### src/rtl/osc_pkg.sv
// Shared sizing defaults, mix-width derivation and sequencer state encoding
// for the time-multiplexed oscillator block.
package osc_pkg;
  localparam int NUM_VOICES_DEF = 8;
  localparam int ACC_WIDTH_DEF  = 32;

  // Mix must hold NUM_VOICES full-scale samples without wrapping.
  function automatic int mix_width(input int nv, input int aw);
    return aw + $clog2(nv);
  endfunction

  typedef enum logic [1:0] {IDLE, RUN, DONE} seq_state_e;
endpackage

### src/rtl/voice_sequencer_if.sv
// Voice configuration write channel (valid/ready) into the sequencer.
interface voice_sequencer_if import osc_pkg::*; #(
  parameter int NUM_VOICES = NUM_VOICES_DEF,
  parameter int ACC_WIDTH  = ACC_WIDTH_DEF
);
  logic                          cfg_valid_in;
  logic                          cfg_ready_out;
  logic [$clog2(NUM_VOICES)-1:0] cfg_voice_in;
  logic [ACC_WIDTH-1:0]          cfg_incr_in;
  logic                          cfg_enable_in;
  logic                          cfg_phase_clr_in;

  modport master (
    output cfg_valid_in, cfg_voice_in, cfg_incr_in, cfg_enable_in, cfg_phase_clr_in,
    input  cfg_ready_out
  );
  modport slave (
    input  cfg_valid_in, cfg_voice_in, cfg_incr_in, cfg_enable_in, cfg_phase_clr_in,
    output cfg_ready_out
  );
endinterface

### src/rtl/voice_sequencer_tri_shaper.sv
// Phase-to-triangle shaper: fold on the phase MSB, double, then bias to signed.
module tri_shaper #(
  parameter int ACC_WIDTH = 32
)(
  input  logic [ACC_WIDTH-1:0]        phase,
  output logic signed [ACC_WIDTH-1:0] sample
);
  logic [ACC_WIDTH-2:0] fold;

  assign fold = phase[ACC_WIDTH-1] ? ~phase[ACC_WIDTH-2:0] : phase[ACC_WIDTH-2:0];
  // {fold,0} with its top bit inverted recentres the 0..max ramp around zero.
  assign sample = {~fold[ACC_WIDTH-2], fold[ACC_WIDTH-3:0], 1'b0};
endmodule

### src/rtl/voice_sequencer.sv
// Time-multiplexed triangle oscillator bank: one step_in runs every voice
// through a single shared shaper, one voice per cycle, then emits the mix.
module voice_sequencer import osc_pkg::*; #(
  parameter int  NUM_VOICES = NUM_VOICES_DEF,
  parameter int  ACC_WIDTH  = ACC_WIDTH_DEF,
  localparam int VW         = $clog2(NUM_VOICES),
  localparam int MIX_WIDTH  = mix_width(NUM_VOICES, ACC_WIDTH)
)(
  input  logic                        clk_in,
  input  logic                        rst_in,
  input  logic                        step_in,
  voice_sequencer_if.slave            cfg,
  output logic signed [ACC_WIDTH-1:0] sample_out,
  output logic                        sample_valid_out,
  output logic [VW-1:0]               voice_id_out,
  output logic signed [MIX_WIDTH-1:0] mix_out,
  output logic                        mix_valid_out,
  output logic                        busy_out,
  output logic                        overrun_out
);
  seq_state_e state_q, state_d;
  logic [VW-1:0]                             idx_q;
  logic [NUM_VOICES-1:0][ACC_WIDTH-1:0]      phase_q, incr_q;
  logic [NUM_VOICES-1:0]                     en_q;
  logic signed [MIX_WIDTH-1:0]               acc_q;
  logic signed [ACC_WIDTH-1:0]               shaped, voice_sample;
  logic                                      cfg_fire, step_start;

  assign cfg.cfg_ready_out = (state_q == IDLE);
  assign cfg_fire          = cfg.cfg_valid_in & cfg.cfg_ready_out;
  assign step_start        = step_in & (state_q == IDLE);
  assign busy_out          = (state_q != IDLE);

  always_ff @(posedge clk_in or negedge rst_in) begin
    if (!rst_in) state_q <= IDLE;
    else         state_q <= state_d;
  end

  always_comb begin
    state_d = state_q;
    case (state_q)
      IDLE:    if (step_in) state_d = RUN;
      RUN:     if (idx_q == VW'(NUM_VOICES-1)) state_d = DONE;
      DONE:    state_d = IDLE;
      default: state_d = IDLE;
    endcase
  end

  tri_shaper #(.ACC_WIDTH(ACC_WIDTH)) u_shaper (
    .phase  (phase_q[idx_q]),
    .sample (shaped)
  );

  assign voice_sample = en_q[idx_q] ? shaped : '0;

  // Config only fires in IDLE and phase advance only in RUN, so the two
  // writers of phase_q never collide.
  always_ff @(posedge clk_in or negedge rst_in) begin
    if (!rst_in) begin
      phase_q <= '0;
      incr_q  <= '0;
      en_q    <= '0;
    end else begin
      if (cfg_fire) begin
        incr_q[cfg.cfg_voice_in] <= cfg.cfg_incr_in;
        en_q[cfg.cfg_voice_in]   <= cfg.cfg_enable_in;
        if (cfg.cfg_phase_clr_in) phase_q[cfg.cfg_voice_in] <= '0;
      end
      if (state_q == RUN && en_q[idx_q])
        phase_q[idx_q] <= phase_q[idx_q] + incr_q[idx_q];
    end
  end

  always_ff @(posedge clk_in or negedge rst_in) begin
    if (!rst_in) begin
      idx_q            <= '0;
      acc_q            <= '0;
      sample_out       <= '0;
      sample_valid_out <= 1'b0;
      voice_id_out     <= '0;
      mix_out          <= '0;
      mix_valid_out    <= 1'b0;
      overrun_out      <= 1'b0;
    end else begin
      idx_q            <= (state_q == RUN) ? idx_q + VW'(1) : '0;
      sample_valid_out <= (state_q == RUN);
      mix_valid_out    <= (state_q == DONE);
      if (step_start)
        acc_q <= '0;
      else if (state_q == RUN)
        acc_q <= acc_q + {{VW{voice_sample[ACC_WIDTH-1]}}, voice_sample};
      if (state_q == RUN) begin
        sample_out   <= voice_sample;
        voice_id_out <= idx_q;
      end
      if (state_q == DONE) mix_out <= acc_q;
      if (step_in && state_q != IDLE) overrun_out <= 1'b1;
    end
  end
endmodule

### src/flat_wrapper.sv
// flat-port wrapper written by rule: the top's interface ports become plain ports
module voice_sequencer_flat import osc_pkg::*;
#(
  parameter int  NUM_VOICES = NUM_VOICES_DEF,
  parameter int  ACC_WIDTH  = ACC_WIDTH_DEF,
  localparam int VW         = $clog2(NUM_VOICES),
  localparam int MIX_WIDTH  = mix_width(NUM_VOICES, ACC_WIDTH)
)
  (clk_in, rst_in, step_in, sample_out, sample_valid_out, voice_id_out, mix_out, mix_valid_out, busy_out, overrun_out, cfg_cfg_valid_in, cfg_cfg_voice_in, cfg_cfg_incr_in, cfg_cfg_enable_in, cfg_cfg_phase_clr_in, cfg_cfg_ready_out);
  voice_sequencer_if #(.NUM_VOICES(NUM_VOICES), .ACC_WIDTH(ACC_WIDTH)) cfg_i ();
  input  logic clk_in;
  input  logic rst_in;
  input  logic step_in;
  output logic signed [ACC_WIDTH-1:0] sample_out;
  output logic sample_valid_out;
  output logic [VW-1:0] voice_id_out;
  output logic signed [MIX_WIDTH-1:0] mix_out;
  output logic mix_valid_out;
  output logic busy_out;
  output logic overrun_out;
  input wire logic [$bits(cfg_i.cfg_valid_in)-1:0] cfg_cfg_valid_in;
  input wire logic [$bits(cfg_i.cfg_voice_in)-1:0] cfg_cfg_voice_in;
  input wire logic [$bits(cfg_i.cfg_incr_in)-1:0] cfg_cfg_incr_in;
  input wire logic [$bits(cfg_i.cfg_enable_in)-1:0] cfg_cfg_enable_in;
  input wire logic [$bits(cfg_i.cfg_phase_clr_in)-1:0] cfg_cfg_phase_clr_in;
  output wire logic [$bits(cfg_i.cfg_ready_out)-1:0] cfg_cfg_ready_out;
  assign cfg_i.cfg_valid_in = cfg_cfg_valid_in;
  assign cfg_i.cfg_voice_in = cfg_cfg_voice_in;
  assign cfg_i.cfg_incr_in = cfg_cfg_incr_in;
  assign cfg_i.cfg_enable_in = cfg_cfg_enable_in;
  assign cfg_i.cfg_phase_clr_in = cfg_cfg_phase_clr_in;
  assign cfg_cfg_ready_out = cfg_i.cfg_ready_out;
  voice_sequencer #(.NUM_VOICES(NUM_VOICES), .ACC_WIDTH(ACC_WIDTH)) u_core (.clk_in(clk_in), .rst_in(rst_in), .step_in(step_in), .cfg(cfg_i), .sample_out(sample_out), .sample_valid_out(sample_valid_out), .voice_id_out(voice_id_out), .mix_out(mix_out), .mix_valid_out(mix_valid_out), .busy_out(busy_out), .overrun_out(overrun_out));
endmodule
### config.mk
export PLATFORM = sky130hd
export DESIGN_NAME = voice_sequencer_flat
export DESIGN_NICKNAME = d
export VERILOG_FILES = /design/src/rtl/osc_pkg.sv /design/src/rtl/voice_sequencer_if.sv /design/src/rtl/voice_sequencer_tri_shaper.sv /design/src/rtl/voice_sequencer.sv /design/src/flat_wrapper.sv
export SDC_FILE = /design/constraint.sdc
export NUM_CORES = 1
export LEC_CHECK = 0
export CAP_MARGIN = 10
export CORE_UTILIZATION = 55
export CTS_CLUSTER_SIZE = 8
export DETAILED_ROUTE_END_ITERATION = 10
export PLACE_DENSITY = 0.76
export SLEW_MARGIN = 10
export SYNTH_ARGS = -nofsm -noshare
export SYNTH_HDL_FRONTEND = slang
export SYNTH_SLANG_ARGS = --single-unit
### constraint.sdc
create_clock -name clk_in -period 5.29 [get_ports clk_in]
set_input_delay 1.058 -clock clk_in [delete_from_list [all_inputs] [get_ports clk_in]]
set_output_delay 1.058 -clock clk_in [all_outputs]
set_load 0.1 [all_outputs]
## Word-level counts from Yosys, hierarchy flattened

Index checks and enable logic that the tools add are counted.
W data, S select, Z words.

- Register bits: 633
- Output and inout port bits: 75
- Logic and storage cells: 78

- Add/sub/neg operators: 3
- $lt $le $gt $ge: 4
- Eq/ne operators: 5
- Muxes and demuxes: 26
- Bitwise logic cells: 6
- Reductions and logical operators: 8

Operators with widths:

| kind | count |
|---|---|
| $mux W256 | 3 |
| $bwmux W256 | 2 |
| $and A256 B256 Y256 | 1 |
| $not A256 Y256 | 1 |
| $bmux W32 S3 | 2 |
| $demux W32 S3 | 2 |
| $mux W32 | 5 |
| $mux W35 | 2 |
| $add A35 B35 Y35 | 1 |
| $add A32 B32 Y32 | 1 |
| $mux W31 | 1 |
| $not A31 Y31 | 1 |
| $bwmux W8 | 1 |
| $lt A3 B4 Y1 const B | 2 |
| $ge A3 B1 Y1 const B | 2 |
| $logic_and A1 B1 Y1 | 4 |
| $mux W2 | 2 |
| $pmux W2 S2 | 1 |
| $reduce_bool A2 Y1 | 2 |
| $add A3 B1 Y3 const B | 1 |
| $bmux W1 S3 | 1 |
| $demux W1 S3 | 1 |
| $eq A3 B3 Y1 const B | 1 |
| $mux W3 | 1 |
| 9 further kinds | 11 |

## Logic depth before layout (Yosys ltp)

Gate-level depths: netlist (run 1).

- Depth in word-level cells: 10
- Depth in mapped cells: 21
- Gate-level depth less buffers: 17

## By module

Synthesis (run 1) repeated with hierarchy kept, for this count alone.

- Cell total of the unflattened synthesis: 2978
- Area, all modules: 30361.6 um^2

By module, submodules not included:

| module | times used | cells an instance | area an instance (um^2) | seq. area each (um^2) |
|---|---|---|---|---|
| voice_sequencer | 1 | 2941 | 30007.5 | 15840.2 |
| tri_shaper | 1 | 37 | 354.1 | 0.0 |

## Worst setup path before layout (run 1)

No wires, ideal clock.

- Kind: reg2reg
- From: register u_core.idx_q[1]
- To: register u_core.phase_q[126] in the netlist's numbering
- Data arrival time: 4228 ps
- Required time: 5149 ps
- Setup slack: 921 ps
- Cell stages (with the launch flop): 18
- Period minus slack after synthesis: 4369 ps
- Cell sequence: dfrtp_1 > buf_2 > buf_1 > clkbuf_1 > clkbuf_1 > a221oi_1 > o21ai_0 > ha_1 > inv_1 > fa_1 > nand2b_1 > a21o_1 > a311oi_1 > o2111ai_1 > a211oi_1 > o211ai_1 > a21oi_1 > o31ai_1

- Cells in the longest elaborated chain, start to end: 6
- Elaborated cells between the ends (all ways): 15

RTL lines:

| item | RTL line | text |
|---|---|---|
| start, declared | voice_sequencer.sv:22 | `logic [VW-1:0] idx_q;` |
| start signal, assigned | voice_sequencer.sv:85 | `idx_q <= (state_q == RUN) ? idx_q + VW'(1) : '0;` |
| branches (longest 5 deep; another with $add A32 B32 Y32) | -- |  |
| $mux W256 (*) | voice_sequencer.sv:69 | `if (state_q == RUN && en_q[idx_q])` |
| end signal, assigned by index | voice_sequencer.sv:70 | `phase_q[idx_q] <= phase_q[idx_q] + incr_q[idx_q];` |
| end, declared | voice_sequencer.sv:23 | `logic [NUM_VOICES-1:0][ACC_WIDTH-1:0] phase_q, incr_q;` |

Every way passes the cells marked *. The select of a mux whose other input is x is not followed.
A chain may end at the register's enable or synchronous reset.

## Final worst setup path (run 1)

- From: register u_core.idx_q[0]
- To: register u_core.phase_q[94] in the netlist's numbering

The elaborated chain is that of the path after synthesis.

==> results.cfg, run 1 <==
[sta]
tightest_slew_ns = 1.26
setup_viol_count_final = 0
fin_crit_sh_pct = 94.5
timing.fmax_mhz = 200
final_hold_viol_count = 0
tns_ns = 0
slew_headroom_pct = 15.5
drv_slew = 0
period_minus_slack_ns = 5.00
skew_ns = 0.0379
rsz0062_at_grt = false

[clocking]
post_cts_buffers = 0
clock_latency_ns = 0.66
cts_buffer_depth = 3
cts_resized = 0
cts_sinks = 630
cts_tree = yes
cts_root_buf = clkbuf_16
holdBufCountCts = 0
cts_inserted_buffers = 88
clk_pin_slew_ns = 0.05
htreeDepth = 3

[drt]
drtPass1Iterations = 6
vias_per_cell = 6.68
met1Wirelength_um = 38900
ant_nets = 0
wl_per_cell_um = 26.7
drt_wl_total_um = 99300
via_count = 24800
drc_errors = 0
wl_met3_um = 9420
top_layer = met5
drt_iter0_drc = 2861
route.met2.wl_um = 45800

[synth]
ys.warnings.count = 0
avgSynthCellArea_sq_um = 10.9
synth_edf_count = 0
synth_ff_type = dfrtp_1
async_flop_share_pct = 100
synth_area_leaders = dfrtp_1 (51%), mux2_2 (13%), o21ai_0 (5.0%), nand3_1 (4.5%), ha_1 (2.7%)
yosysTopAreaCell = dfrtp_1
netlist_instances = 2821
ys_seq_area_share_pct = 51.2
ys_seq_elements = 630
ys_types = 75
synth_area_sq_um = 30800
yosysTopAreaCellShare_pct = 51.2

[floorplanning]
start_util_pct = 55.8
core_area_sq_um = 55200
fp-row-count = 86
io-pin-count = 116
die-area_sq_um = 57000
die_w_um = 239
fp.dieH_um = 239

[min_path]
hp-start = u_core.sample_out[5]
holdCritPathClass = flip-flop to flip-flop
min_path_cells = 2
min_to = u_core.sample_out[5]

[placement]
place_area_sq_um = 33400
place_inst = 3613
finalWeightedCongestion = 0.983
port_buffers = 113
dp_hpwl_um = 65800

[worst_setup_path]
worstSetupPathType = flip-flop to flip-flop
cp.arrival_ns = 5.54
required_ns = 5.83
r2r_slack_ns = 0.29
critPathMaxFanout = 17
regToRegEndpoint = u_core.phase_q[94]
r2r_cells = 16
critical_path.startpoint = u_core.idx_q[0]
rr_startpoint = u_core.idx_q[0]
end_kind = flip-flop
crit_path_start_kind = flip-flop

[layout]
multi_input_area_sq_um = 14200
final_nets = 3064
design_area_sq_um = 35800
drive_gt1_share_pct = 22.0
diodes = 0
area_growth_pct = 16.1
seqCellArea_sq_um = 15800
layout.cells.non_filler = 3712
fin_util_pct = 64.8
fillers = 4219

[status]
status = complete, no violations

[global_route]
grt_max_degree = 115
grt_usage_pct = 35.0
grt_pass1_vias = 24700
grt_pass1_wl_um = 150000
gr-total-overflow = 0
antenna_found_initial = 2

[flow_run]
maxCapViolations = 0
-- metal layers --
layer  vias to the layer above  GRT usage (%)
li1                      10700              -
met1                     12400           45.4
met2                      1381           54.9
met3                       329           8.61
met4                         2           17.5
met5                         -              0
-- registers in the layout (all words and copies together) (netlist names) --
name	flops
u_core.acc_q	34
u_core.en_q	8
u_core.idx_q	3
u_core.incr_q	256
u_core.mix_out	34
u_core.mix_valid_out	1
u_core.overrun_out	1
u_core.phase_q	256
u_core.sample_out	31
u_core.sample_valid_out	1
u_core.state_q	2
u_core.voice_id_out	3
-- worst max-delay path by stage --
stage,cells after the start,slack [ns],to
final,16,0.29,u_core.phase_q[94]
after global routing,20,0.1,u_core.acc_q[34]
after CTS,16,0.29,u_core.phase_q[62]
after detailed placement,16,0.37,u_core.phase_q[222]
after global placement,20,0.53,u_core.acc_q[31]
after floorplan,17,0.92,u_core.phase_q[126]
-- cells by family (layout without fill, tap and decap cells) --
kind of cell	after synthesis	in the layout	share of synthesized area [%]
fa+ha+maj	68	68	2.81
buf+inv	251	393	3.25
compound gates	770	770	16.2
simple gates	642	642	9.88
flops	630	630	51.2
xor+xnor	80	80	2.27
mux	379	379	14.4
other cells	1	2	0.0122
-- critical path, stage by stage (launching register included) --
cell	delay, ns
dfrtp_4	0.59
buf_4	0.24
nor2_1	0.31
buf_4	0.30
a221oi_1	0.12
o21ai_0	0.32
ha_1	0.26
inv_1	0.07
fa_1	0.45
nand2b_1	0.19
a21o_1	0.20
a311oi_2	0.31
o2111ai_1	0.21
a211oi_1	0.48
o211ai_1	0.20
and3_1	0.31
o31ai_1	0.31
-- cell type report --
class                           instances  share of cell area (%)
Timing Repair Buffer                  263                    6.72
Multi-Input combinational cell       1941                    39.6
Sequential cell                       630                    44.1
Clock inverter                          6                   0.357
Clock buffer                           93                    6.27
Inverter                               31                   0.325
Tap cell                              748                    2.62
-- placed cells by master, fill, tap and decap left out, drive strengths merged, types with 16 or more instances in the layout --
master,count
mux2,346
a221oi,74
a211oi,20
o21ai,309
a21oi,83
mux2i,16
clkdlybuf4s50,112
xor2,51
nand4,19
nand3,276
clkbuf,93
dfrtp,630
buf,151
nor2,96
a22oi,89
nand2,164
mux4,17
and3,28
inv,34
o31ai,40
o211ai,19
xnor2,29
a21o,33
ha,66
-- stage by stage --
step | hold slack, ns | setup WS (ns)
6_report | 0.479 | 0.290
4_1_cts | 0.480 | 0.288
3_5_place_dp | 0.469 | 0.365
3_3_place_gp | 0.439 | 0.529
5_1_grt | 0.499 | 0.0963
2_1_floorplan | 0.459 | 0.921
-- Yosys cell counts, types with 20 or more instances --
cell and count:
dfrtp_1 630, mux2_2 346, o21ai_0 306, nand3_1 276
clkbuf_1 164, nand2_1 164, nor2_1 96, a22oi_1 89
a21oi_1 83, a221oi_1 73, ha_1 66, xor2_1 51
o31ai_1 40, a21o_1 33, inv_1 29, xnor2_1 29
and3_1 28, buf_2 26, buf_1 24, a211oi_1 20
Power of run 1 is left out: the tool's default activity adds up to more than one toggle a clock period on the data nets, which glitch-free logic cannot reach.
==> inputs of run 2 (changes only) <==
--- a/config.mk
+++ b/config.mk
@@ -7,7 +7,6 @@
 export LEC_CHECK = 0
 export CAP_MARGIN = 10
 export CORE_UTILIZATION = 55
-export CTS_CLUSTER_SIZE = 8
 export DETAILED_ROUTE_END_ITERATION = 10
 export PLACE_DENSITY = 0.76
 export SLEW_MARGIN = 10
==> run 2 against run 1 <==
  * Hold slack improved by 0.0064 ns
  * Core utilization shrank 0.33 points
  * Clock-buffer cell count rose by 8
  * Clock skew down 0.014 ns
  * Sequential cell count is the same
  * Non-clock buffer count unchanged
  * Cell count increased by 0.54%
  * Die area unchanged
  * Maximum frequency increased by 0.99%
==> results.cfg, run 2 (synthesized netlist as in run 1, its figures left out) <==
[status]
status = complete, no violations

[global_route]
grt_max_degree = 115
grt_busiest_layer = met2
grtUsageMet1_pct = 45.8
grtUsageMet3_pct = 8.28
grt_use_met2_pct = 54.2
antenna_found_initial = 1
grt_usage_pct = 34.9
gr-total-overflow = 0
grt_pass1_wl_um = 150000
grt_pass1_vias = 24600

[sta]
tightest_slew_ns = 1.15
skew_ns = 0.0243
fin_crit_sh_pct = 93.6
slew_headroom_pct = 23.2
timing.fmax_mhz = 202
drv_slew = 0
final_hold_viol_count = 0
period_minus_slack_ns = 4.95
setup_viol_count_final = 0
tns_ns = 0
rsz0062_at_grt = false

[placement]
port_buffers = 113
dp_hpwl_um = 65800
place_inst = 3613
finalWeightedCongestion = 0.983

[worst_setup_path]
required_ns = 5.74
critPathMaxFanout = 17
crit_path_start_kind = flip-flop
cp.arrival_ns = 5.40
end_kind = flip-flop
r2r_slack_ns = 0.34
worstSetupPathType = flip-flop to flip-flop

[clocking]
clock_latency_ns = 0.62
cts_sinks = 630
htreeDepth = 3
cts_inserted_buffers = 67
post_cts_buffers = 0
cts_buffer_depth = 3
cts_tree = yes
clk_pin_slew_ns = 0.06
cts_root_buf = clkbuf_16

[drt]
via_count = 24600
vias_per_cell = 6.60
ant_nets = 0
wl_per_cell_um = 26.4
drt_wl_total_um = 98500
drt_iter0_drc = 2836
drtPass1Iterations = 6
drc_errors = 0

[layout]
top_regs = u_core.incr_q x256, u_core.phase_q x256
mostFrequentLayoutCell = dfrtp_1
fin_util_pct = 64.5
final_cell_mix = dfrtp_1 (627), mux2_2 (346), o21ai_0 (306)
drive_gt1_share_pct = 22.0
area_growth_pct = 15.5
final_nets = 3043
layout.cells.non_filler = 3732
fillers = 4250

[floorplanning]
io-pin-count = 116
fp.dieH_um = 239
die-area_sq_um = 57000
die_w_um = 239
start_util_pct = 55.8
fp-row-count = 86
core_area_sq_um = 55200

[min_path]
holdCritPathClass = flip-flop to flip-flop

[flow_run]
maxCapViolations = 0
run 2: cell count changes in the layout (fill, tap and decap cells not counted), sizes merged:
| cell | previous run | this run |
|---|---|---|
| clkbuf | 93 | 101 |
| clkinv | 3 | 9 |
| clkinvlp | 0 | 1 |
| inv | 34 | 35 |
| diode | 0 | 1 |
| bufinv | 0 | 3 |
run 2: area by class of cell:
class	instances	area [sq um]	area share [%]
Sequential cell	630	15800	44.3
Tap cell	748	936	2.63
Timing Repair Buffer	263	2400	6.75
Inverter	31	116	0.327
Clock inverter	17	200	0.562
Clock buffer	101	1990	5.58
Antenna cell	1	2.50	0.00703
Multi-Input combinational cell	1941	14200	39.8
run 2: worst max-delay path, stage by stage (launching register included):
cell and delay (ns):
dfrtp_4 0.59, inv_2 0.15, buf_4 0.24, nor3_4 0.59
buf_4 0.40, a22oi_1 0.13, nand4_1 0.31, ha_1 0.36
a211oi_1 0.21, o21ai_0 0.16, o2111ai_1 0.14, a31oi_1 0.19
o211ai_1 0.51, a21oi_1 0.17, a31oi_2 0.46, a31oi_1 0.15
run 2: what timing repair did:
item	4_1_cts	5_1_grt
hold buffers	0	0
gates resized for setup	0	2
endpoints found under the setup margin	0	3
run 2: worst paths after layout:
| check | from | end | cells after the start |
|---|---|---|---|
| hold / removal | u_core.sample_out[20] | u_core.sample_out[20] | 2 |
| max in group asynchronous | rst_in | u_core.incr_q[175] | 2 |
| min in group asynchronous | rst_in | u_core.phase_q[57] | 1 |
| setup reg to reg | u_core.idx_q[0] | u_core.phase_q[255] | 15 |
| hold reg to reg | u_core.sample_out[20] | u_core.sample_out[20] | 2 |
| setup / recovery | u_core.idx_q[0] | u_core.phase_q[255] | 15 |
run 2: per-stage QoR:
step                cell area, sq um  hold slack [ns]  worst slack (ns)
floorplan                      30800            0.459             0.921
global placement               33400            0.439             0.529
detailed placement             33400            0.469             0.365
CTS                            35600            0.484             0.316
global route                   35600            0.506            0.0894
finish                         35600            0.485             0.339
run 2: layer usage:
layer | share of wire, % | up-vias | routed length [um]
met1 | 40 | 12300 | 39200
li1 | - | 10600 | -
met2 | 46 | 1301 | 45100
met3 | 9.2 | 332 | 9030
met5 | 0 | - | 0
met4 | 5.3 | 0 | 5220
Power of run 2 is left out for the same reason.
